## src/rtl/sclk_gen_pkg.sv

```systemverilog
// sclk_gen_pkg: shared types and default widths for the SPI serial-clock
// burst generator (FSM state encoding, default parameter values).
package sclk_gen_pkg;

  localparam int DIV_WIDTH_DEF = 16;
  localparam int CNT_WIDTH_DEF = 6;

  typedef enum logic [1:0] {
    ST_IDLE  = 2'd0,
    ST_SETUP = 2'd1,
    ST_RUN   = 2'd2,
    ST_HOLD  = 2'd3
  } state_e;

endpackage

```

## src/rtl/half_period_timer.sv

```systemverilog
// half_period_timer: counts 0..limit_i while enabled and wraps to 0.
//   clk_i, rst_ni : clock, async active-low reset
//   clr_i         : synchronous clear to 0 (wins over enable)
//   en_i          : count enable
//   limit_i       : terminal count (half-period minus one)
//   tick_o        : high in the cycle the counter sits at limit_i while enabled
module half_period_timer #(
  parameter int W = 16
) (
  input  logic         clk_i,
  input  logic         rst_ni,
  input  logic         clr_i,
  input  logic         en_i,
  input  logic [W-1:0] limit_i,
  output logic         tick_o
);

  logic [W-1:0] cnt_q, cnt_d;

  assign tick_o = en_i && (cnt_q == limit_i);

  always_comb begin
    cnt_d = cnt_q;
    if (clr_i)       cnt_d = '0;
    else if (tick_o) cnt_d = '0;
    else if (en_i)   cnt_d = cnt_q + W'(1);
  end

  always_ff @(posedge clk_i or negedge rst_ni) begin
    if (!rst_ni) cnt_q <= '0;
    else         cnt_q <= cnt_d;
  end

endmodule

```

## src/rtl/sclk_burst_generator.sv

```systemverilog
// sclk_burst_generator: runtime-programmable SPI SCLK burst generator.
// Divides input_clock by (div+1) per half-period, emits nbits SCLK cycles in
// any CPOL/CPHA mode and flags each edge with a registered sample/shift strobe.
//   input_clock, reset_n : clock, async active-low reset
//   start                : burst request, taken only when idle and not busy/done
//   div, nbits, cpol, cpha : burst configuration, latched on accepted start
//   free_run             : (SCLK_GEN_FREERUN_EN only) run until deasserted
//   sclk                 : registered serial clock
//   sample_stb/shift_stb : 1-cycle strobes in the cycle sclk shows its new edge
//   busy, done           : burst in progress / 1-cycle completion pulse
// Optional feature macro: SCLK_GEN_FREERUN_EN.
module sclk_burst_generator
  import sclk_gen_pkg::*;
#(
  parameter int DIV_WIDTH = DIV_WIDTH_DEF,
  parameter int CNT_WIDTH = CNT_WIDTH_DEF
) (
  input  logic                 input_clock,
  input  logic                 reset_n,
  input  logic                 start,
  input  logic [DIV_WIDTH-1:0] div,
  input  logic [CNT_WIDTH-1:0] nbits,
  input  logic                 cpol,
  input  logic                 cpha,
`ifdef SCLK_GEN_FREERUN_EN
  input  logic                 free_run,
`endif
  output logic                 sclk,
  output logic                 sample_stb,
  output logic                 shift_stb,
  output logic                 busy,
  output logic                 done
);

  localparam int EW = CNT_WIDTH + 1;

  state_e               state_q, state_d;
  logic [DIV_WIDTH-1:0] div_q, div_d;
  logic [CNT_WIDTH-1:0] nbits_q, nbits_d;
  logic [EW-1:0]        edge_q, edge_d, edge_inc;
  logic                 cpol_q, cpol_d, cpha_q, cpha_d;
  logic                 sclk_q, sclk_d, samp_q, samp_d, shft_q, shft_d;
  logic                 busy_q, busy_d, done_q, done_d;
  logic                 tick, tmr_clr, lead, fin;

`ifdef SCLK_GEN_FREERUN_EN
  logic free_q, free_d, stop_q, stop_d;
`endif

  half_period_timer #(.W(DIV_WIDTH)) u_timer (
    .clk_i  (input_clock),
    .rst_ni (reset_n),
    .clr_i  (tmr_clr),
    .en_i   (state_q != ST_IDLE),
    .limit_i(div_q),
    .tick_o (tick)
  );

  // sclk at its idle level means the next edge is the leading one
  assign lead     = (sclk_q == cpol_q);
  assign edge_inc = (edge_q == '1) ? edge_q : edge_q + EW'(1);

`ifdef SCLK_GEN_FREERUN_EN
  // once free_run has dropped, finish on the next trailing edge
  assign fin = free_q ? ((stop_q || !free_run) && !lead)
                      : (edge_inc == {nbits_q, 1'b0});
`else
  assign fin = (edge_inc == {nbits_q, 1'b0});
`endif

  always_comb begin
    state_d = state_q;
    div_d   = div_q;
    nbits_d = nbits_q;
    edge_d  = edge_q;
    cpol_d  = cpol_q;
    cpha_d  = cpha_q;
    sclk_d  = sclk_q;
    busy_d  = busy_q;
    samp_d  = 1'b0;
    shft_d  = 1'b0;
    done_d  = 1'b0;
    tmr_clr = 1'b0;
`ifdef SCLK_GEN_FREERUN_EN
    free_d  = free_q;
    stop_d  = stop_q;
`endif
    case (state_q)
      ST_IDLE: begin
        cpol_d = cpol;
        sclk_d = cpol;
        busy_d = 1'b0;
        // done_q blocks a start presented in the completion cycle
        if (start && !busy_q && !done_q) begin
          div_d   = div;
          nbits_d = nbits;
          cpha_d  = cpha;
          edge_d  = '0;
          tmr_clr = 1'b1;
          busy_d  = 1'b1;
`ifdef SCLK_GEN_FREERUN_EN
          free_d  = free_run;
          stop_d  = 1'b0;
          if (nbits == '0 && !free_run) done_d = 1'b1;
          else                          state_d = ST_SETUP;
`else
          if (nbits == '0) done_d = 1'b1;
          else             state_d = ST_SETUP;
`endif
        end
      end
      ST_SETUP, ST_RUN: begin
`ifdef SCLK_GEN_FREERUN_EN
        if (!free_run) stop_d = 1'b1;
`endif
        if (tick) begin
          sclk_d  = ~sclk_q;
          edge_d  = edge_inc;
          samp_d  = lead ^ cpha_q;
          shft_d  = ~(lead ^ cpha_q);
          state_d = fin ? ST_HOLD : ST_RUN;
        end
      end
      ST_HOLD: begin
        if (tick) begin
          done_d  = 1'b1;
          busy_d  = 1'b0;
          state_d = ST_IDLE;
        end
      end
      default: state_d = ST_IDLE;
    endcase
  end

  always_ff @(posedge input_clock or negedge reset_n) begin
    if (!reset_n) begin
      state_q <= ST_IDLE;
      div_q   <= '0;
      nbits_q <= '0;
      edge_q  <= '0;
      cpol_q  <= 1'b0;
      cpha_q  <= 1'b0;
      sclk_q  <= 1'b0;
      samp_q  <= 1'b0;
      shft_q  <= 1'b0;
      busy_q  <= 1'b0;
      done_q  <= 1'b0;
`ifdef SCLK_GEN_FREERUN_EN
      free_q  <= 1'b0;
      stop_q  <= 1'b0;
`endif
    end else begin
      state_q <= state_d;
      div_q   <= div_d;
      nbits_q <= nbits_d;
      edge_q  <= edge_d;
      cpol_q  <= cpol_d;
      cpha_q  <= cpha_d;
      sclk_q  <= sclk_d;
      samp_q  <= samp_d;
      shft_q  <= shft_d;
      busy_q  <= busy_d;
      done_q  <= done_d;
`ifdef SCLK_GEN_FREERUN_EN
      free_q  <= free_d;
      stop_q  <= stop_d;
`endif
    end
  end

  assign sclk       = sclk_q;
  assign sample_stb = samp_q;
  assign shift_stb  = shft_q;
  assign busy       = busy_q;
  assign done       = done_q;

endmodule
```

## config.mk

```make
export PLATFORM = sky130hd
export DESIGN_NAME = sclk_burst_generator
export DESIGN_NICKNAME = d
export VERILOG_FILES = /design/src/rtl/sclk_gen_pkg.sv /design/src/rtl/half_period_timer.sv /design/src/rtl/sclk_burst_generator.sv
export SDC_FILE = /design/constraint.sdc
export NUM_CORES = 1
export LEC_CHECK = 0
export ABC_CLOCK_PERIOD_IN_PS = 5300
export CAP_MARGIN = 20
export CORE_ASPECT_RATIO = 1.5
export CORE_MARGIN = 2
export CORE_UTILIZATION = 55
export DETAILED_ROUTE_END_ITERATION = 16
export GPL_TIMING_DRIVEN = 1
export PLACE_DENSITY_LB_ADDON = 0.1
export REMOVE_ABC_BUFFERS = 1
export SETUP_SLACK_MARGIN = 0.05
export SLEW_MARGIN = 20
export SYNTH_ARGS = -nofsm -noshare
export SYNTH_HDL_FRONTEND = slang
export SYNTH_SLANG_ARGS = --single-unit
export TNS_END_PERCENT = 30
```

## constraint.sdc

```tcl
create_clock -name input_clock -period 5.3 [get_ports input_clock]
set_input_delay 0.53 -clock input_clock [delete_from_list [all_inputs] [get_ports input_clock]]
set_output_delay 0.53 -clock input_clock [all_outputs]
set_load 0.01 [all_outputs]
```

# After elaboration in Yosys (flattened, before gate mapping)

Cells that the tools add are included.

Output and inout bits: 5
Register bits: 54
Bits in latches: 0
Bits of input ports: 27
Memories: 0
RAM bits: 0
Memory bits (read-only): 0

Mux-type cells: 27
Reduce and logical (&&, ||, !) cells: 17
Bitwise gates (word level): 3
Equal/unequal tests: 11
Multipliers: 0
$lt $le $gt $ge: 0
Shift-type cells: 0
$add $sub $neg: 2
Div/mod/pow operators: 0

Operators by type and width:

| cell                                                                   | count |
|---|---|
| 16-bit 2-to-1 mux                                                      | 3 |
| 7-bit 2-to-1 mux                                                       | 3 |
| 16-bit by 1-bit adder with 16-bit output (second input constant)       | 1 |
| 16-bit equality test                                                   | 1 |
| 7-bit case mux with 2 select lines                                     | 1 |
| 1-bit 2-to-1 mux                                                       | 12 |
| 2-bit 2-to-1 mux                                                       | 4 |
| 2-bit != test (second input constant)                                  | 4 |
| 7-bit by 1-bit adder with 7-bit output (second input constant)         | 1 |
| 7-bit equality test                                                    | 1 |
| 7-bit equality test (second input constant)                            | 1 |
| 6-bit logical NOT                                                      | 1 |
| 1-bit case mux with 2 select lines                                     | 3 |
| 2-bit case mux with 3 select lines                                     | 1 |
| 2-bit AND reduction                                                    | 3 |
| 2-bit nonzero test                                                     | 3 |
| 2-bit equality test (second input constant)                            | 2 |
| 4-bit AND reduction                                                    | 1 |
| 1-bit logical AND                                                      | 3 |
| 3-bit AND reduction                                                    | 1 |
| 3-bit nonzero test                                                     | 1 |
| 2-bit by 1-bit equality test with 1-bit output (second input constant) | 1 |
| 1-bit logical NOT                                                      | 2 |
| 2-bit logical NOT                                                      | 1 |
| 4 further kinds                                                        | 5 |

# Depth between registers and ports, before layout

Gate-level depths: netlist of the first run.

Depth in word-level cells: 6
Depth in mapped cells: 8
Gate-level depth less buffers: 7

# Hierarchy

A second synthesis of the first run with hierarchy kept.

Cells, all modules: 286
Area, all modules: 2936.6 um^2

Modules (own cells, without submodules):

| module               | area an instance (um^2) | times used | cells each | sequential area each (um^2) |
|---|---|---|---|---|
| sclk_burst_generator | 1840.5                  | 1          | 169        | 950.9 |
| half_period_timer    | 1096.1                  | 1          | 117        | 400.4 |

# Worst setup path before layout of the first run

No wires, ideal clock.

Path kind: input to register
Start: input port edge_q[0]
End: register state_q[0]
Stages: 9
Data required time: 5.223 ns
Setup slack: 3.225 ns
Arrival: 1.998 ns
Library setup time: 0.077 ns
Cell sequence: dfrtp_1 ha_1 clkbuf_1 nand4_1 a21oi_1 a2111oi_0 o2111ai_1 or3_1 o21ai_1

Word-level cells in the longest chain between the ends: 6
Elaborated cells on any way between the ends: 7

RTL lines:

| item                                                                                 | line                        | source |
|---|---|---|
| from (decl)                                                                          | sclk_burst_generator.sv:40  | `logic [EW-1:0] edge_q, edge_d, edge_inc;` |
| 7-bit by 1-bit adder with 7-bit output / 7-bit equality test (equally long branches) | sclk_burst_generator.sv:61  | `assign edge_inc = (edge_q == '1) ? edge_q : edge_q + EW'(1);` |
| 7-bit 2-to-1 mux (*)                                                                 | sclk_burst_generator.sv:61  |  |
| 7-bit equality test (*)                                                              | sclk_burst_generator.sv:68  | `assign fin = (edge_inc == {nbits_q, 1'b0});` |
| 1-bit 2-to-1 mux (*)                                                                 | sclk_burst_generator.sv:121 | `state_d = fin ? ST_HOLD : ST_RUN;` |
| 2-bit 2-to-1 mux (*)                                                                 | sclk_burst_generator.sv:116 | `if (tick) begin` |
| 2-bit case mux with 3 select lines (*)                                               | sclk_burst_generator.sv:88  | `case (state_q)` |
| to (signal assigned)                                                                 | sclk_burst_generator.sv:153 | `state_q <= state_d;` |
| to (decl)                                                                            | sclk_burst_generator.sv:37  | `state_e state_q, state_d;` |

Every way passes the cells marked *; elsewhere a longest branch is shown, timed or not. The select of a mux whose other input is x is not followed.
A chain may end at the register's enable or synchronous reset.

# Final worst setup path of the first run

Start: input port state_q[0]
End: register edge_q[5]

Word-level cells in the longest chain between the ends: 4
Elaborated cells on any way between the ends: 11

RTL lines:

| item                                                                         | line                                                | source |
|---|---|---|
| 2-bit by 1-bit equality test with 1-bit output, or another cell as far along | sclk_burst_generator.sv:88                          |  |
| 2-bit OR reduction / 1-bit logical AND (equally long branches)               | sclk_burst_generator.sv:88, half_period_timer.sv:20 |  |
| 2-bit != test (no line) / 2-bit nonzero test (equally long branches)         | n/a                                                 |  |
| 3-bit AND reduction (no line)                                                | n/a                                                 |  |
| to (signal assigned)                                                         | sclk_burst_generator.sv:156                         | `edge_q <= edge_d;` |

Parallel ways exist; a longest one is shown, timed or not.

==> run summary, run 1 <==
========================================================================================================
Met1 Track Usage GR                                                                               25.83%
Total Power                                                                                    0.7167 mW
Synthesis-to-layout area growth                                                                   13.02%
Placed standard-cell area                                                                       3344 µm²
Core Area                                                                                       5409 µm²
Initial DRT Pass Iterations                                                                            5
Warnings, synthesis                                                                                    0
Master cell of the clock root buffer                                                            clkbuf_8
Average wire per cell in the routed design                                                      16.41 µm
Post-CTS clock slew at the launch and capture registers of the worst setup and hold paths         100 ps
Cell Chain, Critical Path                                                                   inv_1 -> ha_1 -> and2_2 -> nand2b_1 -> o21ai_4 -> a41oi_1 -> a21oi_1
Number of design-rule violations left by the first detailed-router iteration                         182
Number of antenna repair diodes                                                                        0
Element type at the critical path end                                                               flop
Number of nets with antenna violations after routing                                                   0
Post-CTS Resized                                                                                       0
Final critical-path share of the clock period                                                     47.32%
GR Util met2                                                                                      42.61%
Data required, critical path                                                                     5540 ps
Outcome                                                                                     finished clean
Clock latency reported for the late side of the worst-skew pair                                   310 ps
Endpoints failing setup                                                                                0
Number of global-route vias before repair                                                           2379
Die boundary height                                                                             95.31 µm
Main area contributors after synthesis                                                      dfrtp_1, mux2_2, xnor2_1
Placed cell count                                                                                    389
Number of vias after detailed routing                                                               2424
Cts hold-fix bufs                                                                                      0
Worst Max-Slew Pin Slew                                                                         763.8 ps
Top cell family by delay on the critical path                                               simple AND/OR/NAND/NOR gates
# rows                                                                                                33
Proportion of netlist area held by the largest area contributor                                   44.21%
Routability congestion estimate from global placement                                             0.8178
Async set-reset flop share out of synthesis                                                       100.0%
Leakage power                                                                                   1.471 nW
Share of the yosys chip area belonging to registers                                               44.21%
Skew final                                                                                      13.07 ps
Area leader, netlist                                                                             dfrtp_1
Antenna violations before repair                                                                       0
Total power divided by cell area                                                            207.5 nW/µm²
Worst min-delay path category                                                               primary input to asynchronous set/reset pin
Total die area                                                                                  6182 µm²
Post-synthesis instance area                                                                    3057 µm²
Maximum fanout along the worst path                                                                   25
R2r worst-path depth                                                                                   7
Setup bufs post-CTS                                                                                    0
Global-route layer with the greatest usage                                                          met2
Number of enable flip-flop cells after synthesis                                                       0
Critical path startpoint category                                                                   flop
Remaining global-route overflow                                                                        0
Distinct cells, synth                                                                                 49
Setup slack, reg-to-reg                                                                          2790 ps
List of most frequent post-synthesis cells                                                  dfrtp_1, mux2_2, a21oi_1, nand2_1
Total GRT Usage                                                                                   22.99%
Number of failing hold endpoints at the final stage                                                    0
Met3 track demand over resource in global routing                                                 3.778%
Most instantiated library cell after synthesis                                                   dfrtp_1
First-pass GRT wire length                                                                      11.05 mm
Number of ports placed on the die boundary                                                            32
Clock tree from TritonCTS                                                                          built
Setup repair after global routing missed its margin                                                   no
Number of buffers created by CTS                                                                       5
Starting density of the core                                                                      56.51%
Maximum cell stage delay along the critical path                                                  680 ps
Total Nets Final                                                                                     357
Worst-case headroom to the max-slew limit                                                         48.98%
Synthesized instance count                                                                           308
Endpoint of the lowest-slack register-to-register path                                         edge_q[5]
Detail-routed via count per cell                                                                   6.106
Final Max Tran Viols                                                                                   0
Cell with the largest stage delay on the worst path                                               and2_2
Final Instance Count excl. Fillers                                                                   397
Layout Cell Area excl Fill                                                                      3455 µm²
Clk sinks                                                                                             54
Achievable Freq                                                                                398.8 MHz
Most used flip-flop cell after synthesis                                                         dfrtp_1
Post-synthesis average cell area                                                               9.924 µm²
Count of filler cells inserted in the layout                                                         456
Largest net degree at the start of global routing                                                     55
Critical Path AT                                                                                 2750 ps
Detailed placement HPWL                                                                         4.558 mm
Maximum root-to-sink buffer count                                                                      2
Post-synthesis register bit count                                                                     54
Number of remaining DRC errors                                                                         0
Worst reg2reg path startpoint                                                                 state_q[0]
Max-cap check violation count                                                                          0
Share of cells above drive strength 1                                                             13.76%
Worst path buffer plus inverter count                                                                  1
Final Routed Wirelength                                                                         6.513 mm
Critical path start-end classification                                                      flop to flop
Final critical path time including I/O delays and setup                                          2508 ps
I/O Buffers                                                                                           31
Width of the die                                                                                64.87 µm
Worst vdd ir                                                                                   0.1784 mV
TNS Setup                                                                                           0 ps
Number of levels in the clock H-tree                                                                   2
========================================================================================================
-- layer usage --
metal	vias up	part of all wire (%)
met4	0	2.3
li1	1148	-
met5	-	0
met3	13	2.9
met1	1205	39
met2	58	56
-- layout make-up --
class,instances,area [µm²],area share [%]
Multi-Input combinational cell,225,1555,45.02
Sequential cell,54,1351,39.12
Timing Repair Buffer,34,327.8,9.489
Tap cell,70,87.58,2.535
Clock buffer,6,72.57,2.101
Clock inverter,2,37.54,1.087
Inverter,6,22.52,0.6519
-- power breakdown --
part           total [mW]  internal, mW  switching [mW]
registers           0.412         0.412               0
logic              0.0278        0.0170          0.0108
clock network       0.277         0.141           0.136
total               0.717         0.570           0.147
-- worst max path at each step --
stage / startpoint / cells past startpoint / endpoint / slack [ps]
after floorplan: u_timer.cnt_q[9] / 6 / u_timer.cnt_q[6] / 2820
after global placement: start / 7 / edge_q[4] / 2280
after detailed placement: start / 7 / edge_q[5] / 2640
after CTS: state_q[0] / 7 / edge_q[5] / 2780
after global routing: state_q[0] / 7 / edge_q[5] / 2570
final: state_q[0] / 7 / edge_q[5] / 2790
-- per-stage QoR --
| step | setup WS, ps | utilization (%) | hold WS (ps) |
|---|---|---|---|
| floorplan | 2819 | - | 234.4 |
| global placement | 2276 | 61.81 | 512.5 |
| detailed placement | 2638 | 61.83 | 518.1 |
| CTS | 2784 | 63.87 | 359.7 |
| global route | 2574 | 63.87 | 394.6 |
| finish | 2792 | 63.87 | 316.1 |
-- cell usage in the layout (no fill, tap or decap), drive strengths merged, types with 10 or more instances in the layout --
| master | instances |
|---|---|
| a21oi | 24 |
| a31oi | 16 |
| clkdlybuf4s50 | 30 |
| dfrtp | 54 |
| mux2 | 25 |
| nand2 | 21 |
| nand3 | 10 |
| nand4 | 10 |
| nor2 | 18 |
| o21ai | 16 |
| xnor2 | 20 |
-- cells by family (layout without fill, tap and decap cells) --
kind of cell	count (synthesis)	after routing	synth area share, %
flip-flops	54	54	44.21
XOR/XNOR	24	24	7.368
adder cells (fa/ha/maj)	4	4	1.637
buffers and inverters	29	48	4.953
AND/OR/NAND/NOR	97	97	17.07
multiplexers	27	27	9.865
AO/OA/AOI/OAI	73	73	14.90
-- sequential cells by signal, indices dropped and copies added, names as in the netlist, 2 cells and up --
register,flops
state_q,2
div_q,16
edge_q,7
u_timer.cnt_q,16
nbits_q,6
(Power assumes the default switching activity.)
==> run 2, diff against run 1 <==
- ABC_CLOCK_PERIOD_IN_PS: 5300 -> 2530
- clock period: 5.3 -> 2.53 ns (I/O delays scaled with it)
==> run summary, run 2 (synthesized netlist as in run 1, its figures left out) <==
========================================================================================================
Clock latency reported for the late side of the worst-skew pair                                   300 ps
Maximum cell stage delay along the critical path                                                  470 ps
Number of failing hold endpoints at the final stage                                                    0
Worst vdd ir                                                                                   0.3830 mV
Final Routed Wirelength                                                                         6.394 mm
Final critical-path share of the clock period                                                     90.58%
Master cell of the clock root buffer                                                            clkbuf_8
Number of antenna repair diodes                                                                        0
Data required, critical path                                                                     2760 ps
Worst path buffer plus inverter count                                                                  0
Skew final                                                                                      10.97 ps
Count of filler cells inserted in the layout                                                         469
Cell with the largest stage delay on the worst path                                              dfrtp_1
Clk sinks                                                                                             54
Final Max Tran Viols                                                                                   0
Antenna violations before repair                                                                       0
Total power divided by cell area                                                            402.4 nW/µm²
Top flop regs                                                                               div_q (16), u_timer.cnt_q (16), edge_q (7)
Clock tree from TritonCTS                                                                          built
Critical Path AT                                                                                 2520 ps
Average wire per cell in the routed design                                                      15.79 µm
Layout Cell Area excl Fill                                                                      3510 µm²
Top library cells by usage in the layout, fill and taps aside                               dfrtp_1, clkdlybuf4s50_1, mux2_2, a21oi_1, nand2_1
Number of remaining DRC errors                                                                         0
# rows                                                                                                33
Achievable Freq                                                                                436.4 MHz
Number of levels in the clock H-tree                                                                   2
Final critical path time including I/O delays and setup                                          2292 ps
Worst min-delay path category                                                               primary input to asynchronous set/reset pin
Maximum root-to-sink buffer count                                                                      2
Element type at the critical path end                                                               flop
Leakage power                                                                                   1.512 nW
Core Area                                                                                       5409 µm²
Most common cell after layout, fill and taps aside                                               dfrtp_1
Number of global-route vias before repair                                                           2307
Least setup slack across all paths after layout                                                 238.4 ps
Top cell family by delay on the critical path                                               simple AND/OR/NAND/NOR gates
Routability congestion estimate from global placement                                             0.8443
Share of cells above drive strength 1                                                             15.22%
Remaining global-route overflow                                                                        0
Synthesis-to-layout area growth                                                                   14.82%
Critical path start-end classification                                                      flop to flop
Cell Chain, Critical Path                                                                   ha_1 -> nand4_2 -> nor4b_1 -> a2111oi_0 -> o2111ai_1 -> or3_1 -> o21ai_1
Setup repair after global routing missed its margin                                                   no
Worst Max-Slew Pin Slew                                                                         566.5 ps
Post-CTS clock slew at the launch and capture registers of the worst setup and hold paths         100 ps
Outcome                                                                                     finished clean
Total GRT Usage                                                                                   22.53%
Setup bufs post-CTS                                                                                    0
Largest net degree at the start of global routing                                                     31
TNS Setup                                                                                           0 ps
Initial DRT Pass Iterations                                                                            4
I/O Buffers                                                                                           31
Endpoints failing setup                                                                                0
Detail-routed via count per cell                                                                   5.812
Number of design-rule violations left by the first detailed-router iteration                         177
Total die area                                                                                  6182 µm²
First-pass GRT wire length                                                                      10.73 mm
Starting density of the core                                                                      56.51%
Critical path startpoint category                                                                   flop
Worst-case headroom to the max-slew limit                                                         62.23%
Setup slack at placement                                                                        276.0 ps
Placed standard-cell area                                                                       3408 µm²
Max-cap check violation count                                                                          0
Maximum fanout along the worst path                                                                   11
Width of the die                                                                                64.87 µm
Number of ports placed on the die boundary                                                            32
Number of nets with antenna violations after routing                                                   0
Die boundary height                                                                             95.31 µm
Number of buffers created by CTS                                                                       5
Total Nets Final                                                                                     365
Detailed placement HPWL                                                                         4.846 mm
Number of vias after detailed routing                                                               2354
========================================================================================================
run 2: cell count changes in the layout (fill, tap and decap cells not counted), sizes merged:
cell / delta
clkinvlp: -1
clkinv: +1
buf: +7
bufinv: -1
clkbuf: +1
dlygate4sd3: +1
run 2: final timing paths:
check | from | endpoint | slack (ps) | depth (start not counted)
hold reg to reg | div_q[10] | div_q[10] | 530 | 1
setup reg to reg | edge_q[0] | state_q[0] | 240 | 7
max in group asynchronous | reset_n | div_q[0] | 1490 | 3
hold / removal | reset_n | nbits_q[2] | 470 | 2
setup / recovery | edge_q[0] | state_q[0] | 240 | 7
min in group input_clock | div_q[10] | div_q[10] | 530 | 1
run 2: layout make-up:
| class | instances | area [µm²] | share of cell area [%] |
|---|---|---|---|
| Inverter | 6 | 22.52 | 0.6417 |
| Timing Repair Buffer | 42 | 402.9 | 11.48 |
| Clock buffer | 7 | 86.33 | 2.460 |
| Sequential cell | 54 | 1351 | 38.50 |
| Clock inverter | 1 | 5.005 | 0.1426 |
| Tap cell | 70 | 87.58 | 2.496 |
| Multi-Input combinational cell | 225 | 1554 | 44.28 |
run 2: report_power, final:
part | switching [mW] | leakage [nW] | internal [mW]
combinational | 0.0236 | 0.771 | 0.0389
sequential | 0 | 0.693 | 0.862
clock | 0.266 | 0.0482 | 0.222
total | 0.289 | 1.51 | 1.12
run 2: repair_timing:
action                    CTS  global route
hold endpoints to repair   24             0
resized for setup           0             0
hold buffers                1             0
run 2: through the flow:
step | power (mW) | hold WS, ps | util, % | instances
after global placement | 0.9417 | 280.3 | 63.01 | 396
after global routing | 1.475 | 521.3 | 64.89 | 405
after floorplan | 0.8812 | -42.59 | - | 285
final | 1.412 | 470.9 | 64.89 | 405
after CTS | 1.434 | 485.7 | 64.89 | 405
after detailed placement | 0.9425 | 280.2 | 63.01 | 396
run 2: layer usage:
metal	vias up	part of all wire, %	global-route usage [%]
li1	1160	-	-
met1	1142	41	27.10
met2	42	54	40.46
met3	10	1.9	3.188
met4	0	2.3	8.511
met5	-	0	0
==> run 3, diff against run 2 <==
- CORE_ASPECT_RATIO: 1.5 -> not set
- MAX_ROUTING_LAYER: not set -> met4
==> run summary, run 3 (synthesized netlist as in run 1, its figures left out) <==
========================================================================================================
Outcome                                                                                     finished clean
Fraction of power consumed by combinational cells                                                   4.1%
Antenna violations before repair                                                                       0
Core Area                                                                                       5439 µm²
Critical path start-end classification                                                      flop to flop
Starting density of the core                                                                      56.20%
Cell with the largest stage delay on the worst path                                              dfrtp_1
Achievable Freq                                                                                435.6 MHz
Endpoints failing setup                                                                                0
Max-cap check violation count                                                                          0
Proportion of power drawn by the clock network                                                     38.8%
Number of design-rule violations left by the first detailed-router iteration                         128
Met2 wire length                                                                                2.747 mm
Number of levels in the clock H-tree                                                                   2
Synthesis-to-layout area growth                                                                   14.94%
Routed wl met3                                                                                    346 µm
Initial DRT Pass Iterations                                                                            4
Least setup slack across all paths after layout                                                 234.1 ps
Top library cells by usage in the layout, fill and taps aside                               dfrtp_1, clkdlybuf4s50_1, mux2_2, a21oi_1, nand2_1
Number of antenna repair diodes                                                                        0
# rows                                                                                                27
Net load switching power                                                                       0.3135 mW
Skew final                                                                                      18.41 ps
Clk sinks                                                                                             54
Critical Path AT                                                                                 2530 ps
Total power divided by cell area                                                            430.0 nW/µm²
Share of cells above drive strength 1                                                             15.27%
Number of nets with antenna violations after routing                                                   0
Setup slack at placement                                                                        252.6 ps
Detail-routed via count per cell                                                                   5.933
Switching portion of total power                                                                  20.75%
Number of buffers created by CTS                                                                       5
Worst path buffer plus inverter count                                                                  0
Count of filler cells inserted in the layout                                                         476
Most common cell after layout, fill and taps aside                                               dfrtp_1
Multi-input gate area in the final layout                                                       1554 µm²
Routability congestion estimate from global placement                                             0.8822
Leakage power                                                                                   1.512 nW
Data required, critical path                                                                     2760 ps
TNS Setup                                                                                           0 ps
Placed standard-cell area                                                                       3391 µm²
Element type at the critical path end                                                               flop
Worst Max-Slew Pin Slew                                                                         647.2 ps
Remaining global-route overflow                                                                        0
First-pass GRT wire length                                                                      11.10 mm
Placed cell count                                                                                    397
Maximum cell stage delay along the critical path                                                  490 ps
Number of failing hold endpoints at the final stage                                                    0
Number of vias after detailed routing                                                               2409
Setup repair after global routing missed its margin                                                   no
Final critical-path share of the clock period                                                     90.75%
Total Nets Final                                                                                     364
Top flop regs                                                                               div_q (16), u_timer.cnt_q (16), edge_q (7)
Final Max Tran Viols                                                                                   0
I/O Buffers                                                                                           31
Die boundary height                                                                             78.55 µm
Layout Cell Area excl Fill                                                                      3513 µm²
Clock latency reported for the late side of the worst-skew pair                                   310 ps
Cell-internal power                                                                             1.197 mW
Top cell family by delay on the critical path                                               simple AND/OR/NAND/NOR gates
Sequential group share of total power                                                              57.1%
Master cell of the clock root buffer                                                            clkbuf_8
Worst-case headroom to the max-slew limit                                                         56.77%
Worst vdd ir                                                                                   0.3534 mV
Final Instance Count excl. Fillers                                                                   406
Detailed-routing wirelength on met1                                                             3.277 mm
Worst min-delay path category                                                               primary input to asynchronous set/reset pin
Register area                                                                                   1351 µm²
Total GRT Usage                                                                                   23.31%
Number of global-route vias before repair                                                           2239
Cell Chain, Critical Path                                                                   ha_1 -> nand4_2 -> nor4b_1 -> a2111oi_0 -> o2111ai_1 -> or3_1 -> o21ai_1
Largest net degree at the start of global routing                                                     27
Number of remaining DRC errors                                                                         0
Final Routed Wirelength                                                                         6.458 mm
Number of ports placed on the die boundary                                                            32
Critical path startpoint category                                                                   flop
Detailed placement HPWL                                                                         4.770 mm
Maximum root-to-sink buffer count                                                                      2
Total die area                                                                                  6170 µm²
Final critical path time including I/O delays and setup                                          2296 ps
Clock tree from TritonCTS                                                                          built
Width of the die                                                                                78.55 µm
Top routing layer in use                                                                            met4
Maximum fanout along the worst path                                                                   11
Post-CTS clock slew at the launch and capture registers of the worst setup and hold paths         110 ps
Average wire per cell in the routed design                                                      15.91 µm
========================================================================================================
-- run 3: power by group through the flow --
| stage | Sequential [mW] | Clock [mW] | Combinational [mW] |
|---|---|---|---|
| finish | 0.862 | 0.586 | 0.0623 |
| global route | 0.863 | 0.634 | 0.0692 |
| CTS | 0.862 | 0.610 | 0.0641 |
| detailed placement | 0.879 | 0 | 0.0627 |
| global placement | 0.879 | 0 | 0.0616 |
| floorplan | 0.880 | 0 | 0.00156 |
-- run 3: worst paths after layout --
path | slack (ps) | from | endpoint | depth (start not counted)
hold / removal | 460 | reset_n | div_q[9] | 2
setup reg to reg | 230 | edge_q[0] | state_q[0] | 7
hold reg to reg | 540 | cpha_q | cpha_q | 1
min in group input_clock | 540 | cpha_q | cpha_q | 1
max in group asynchronous | 1410 | reset_n | state_q[1] | 3
setup / recovery | 230 | edge_q[0] | state_q[0] | 7
-- run 3: metrics by stage --
stage,hold slack [ps],total power [mW],util [%]
floorplan,-42.59,0.8812,-
global placement,282.0,0.9410,62.34
detailed placement,292.9,0.9421,62.34
CTS,481.4,1.537,64.60
global route,519.1,1.566,64.60
finish,456.6,1.511,64.60
-- run 3: final cells by class --
class                      instances  share of cell area, %
multi-input combinational        225                  44.23
sequential                        54                  38.46
timing repair buffer              41                  10.90
tap                               72                  2.564
clock buffer                       5                  1.959
clock inverter                     3                  1.246
inverter                           6                 0.6410
-- run 3: repair_timing --
item,in CTS,in global routing
setup buffers,0,0
resized for setup,0,0
hold endpoints to repair,24,0
hold buffers,1,0
-- run 3: layer usage --
| layer | vias up | global-route usage, % |
|---|---|---|
| met4 | 0 | 7.193 |
| met1 | 1158 | 34.97 |
| met3 | 10 | 3.333 |
| met2 | 76 | 32.65 |
| li1 | 1165 | - |
| met5 | - | - |
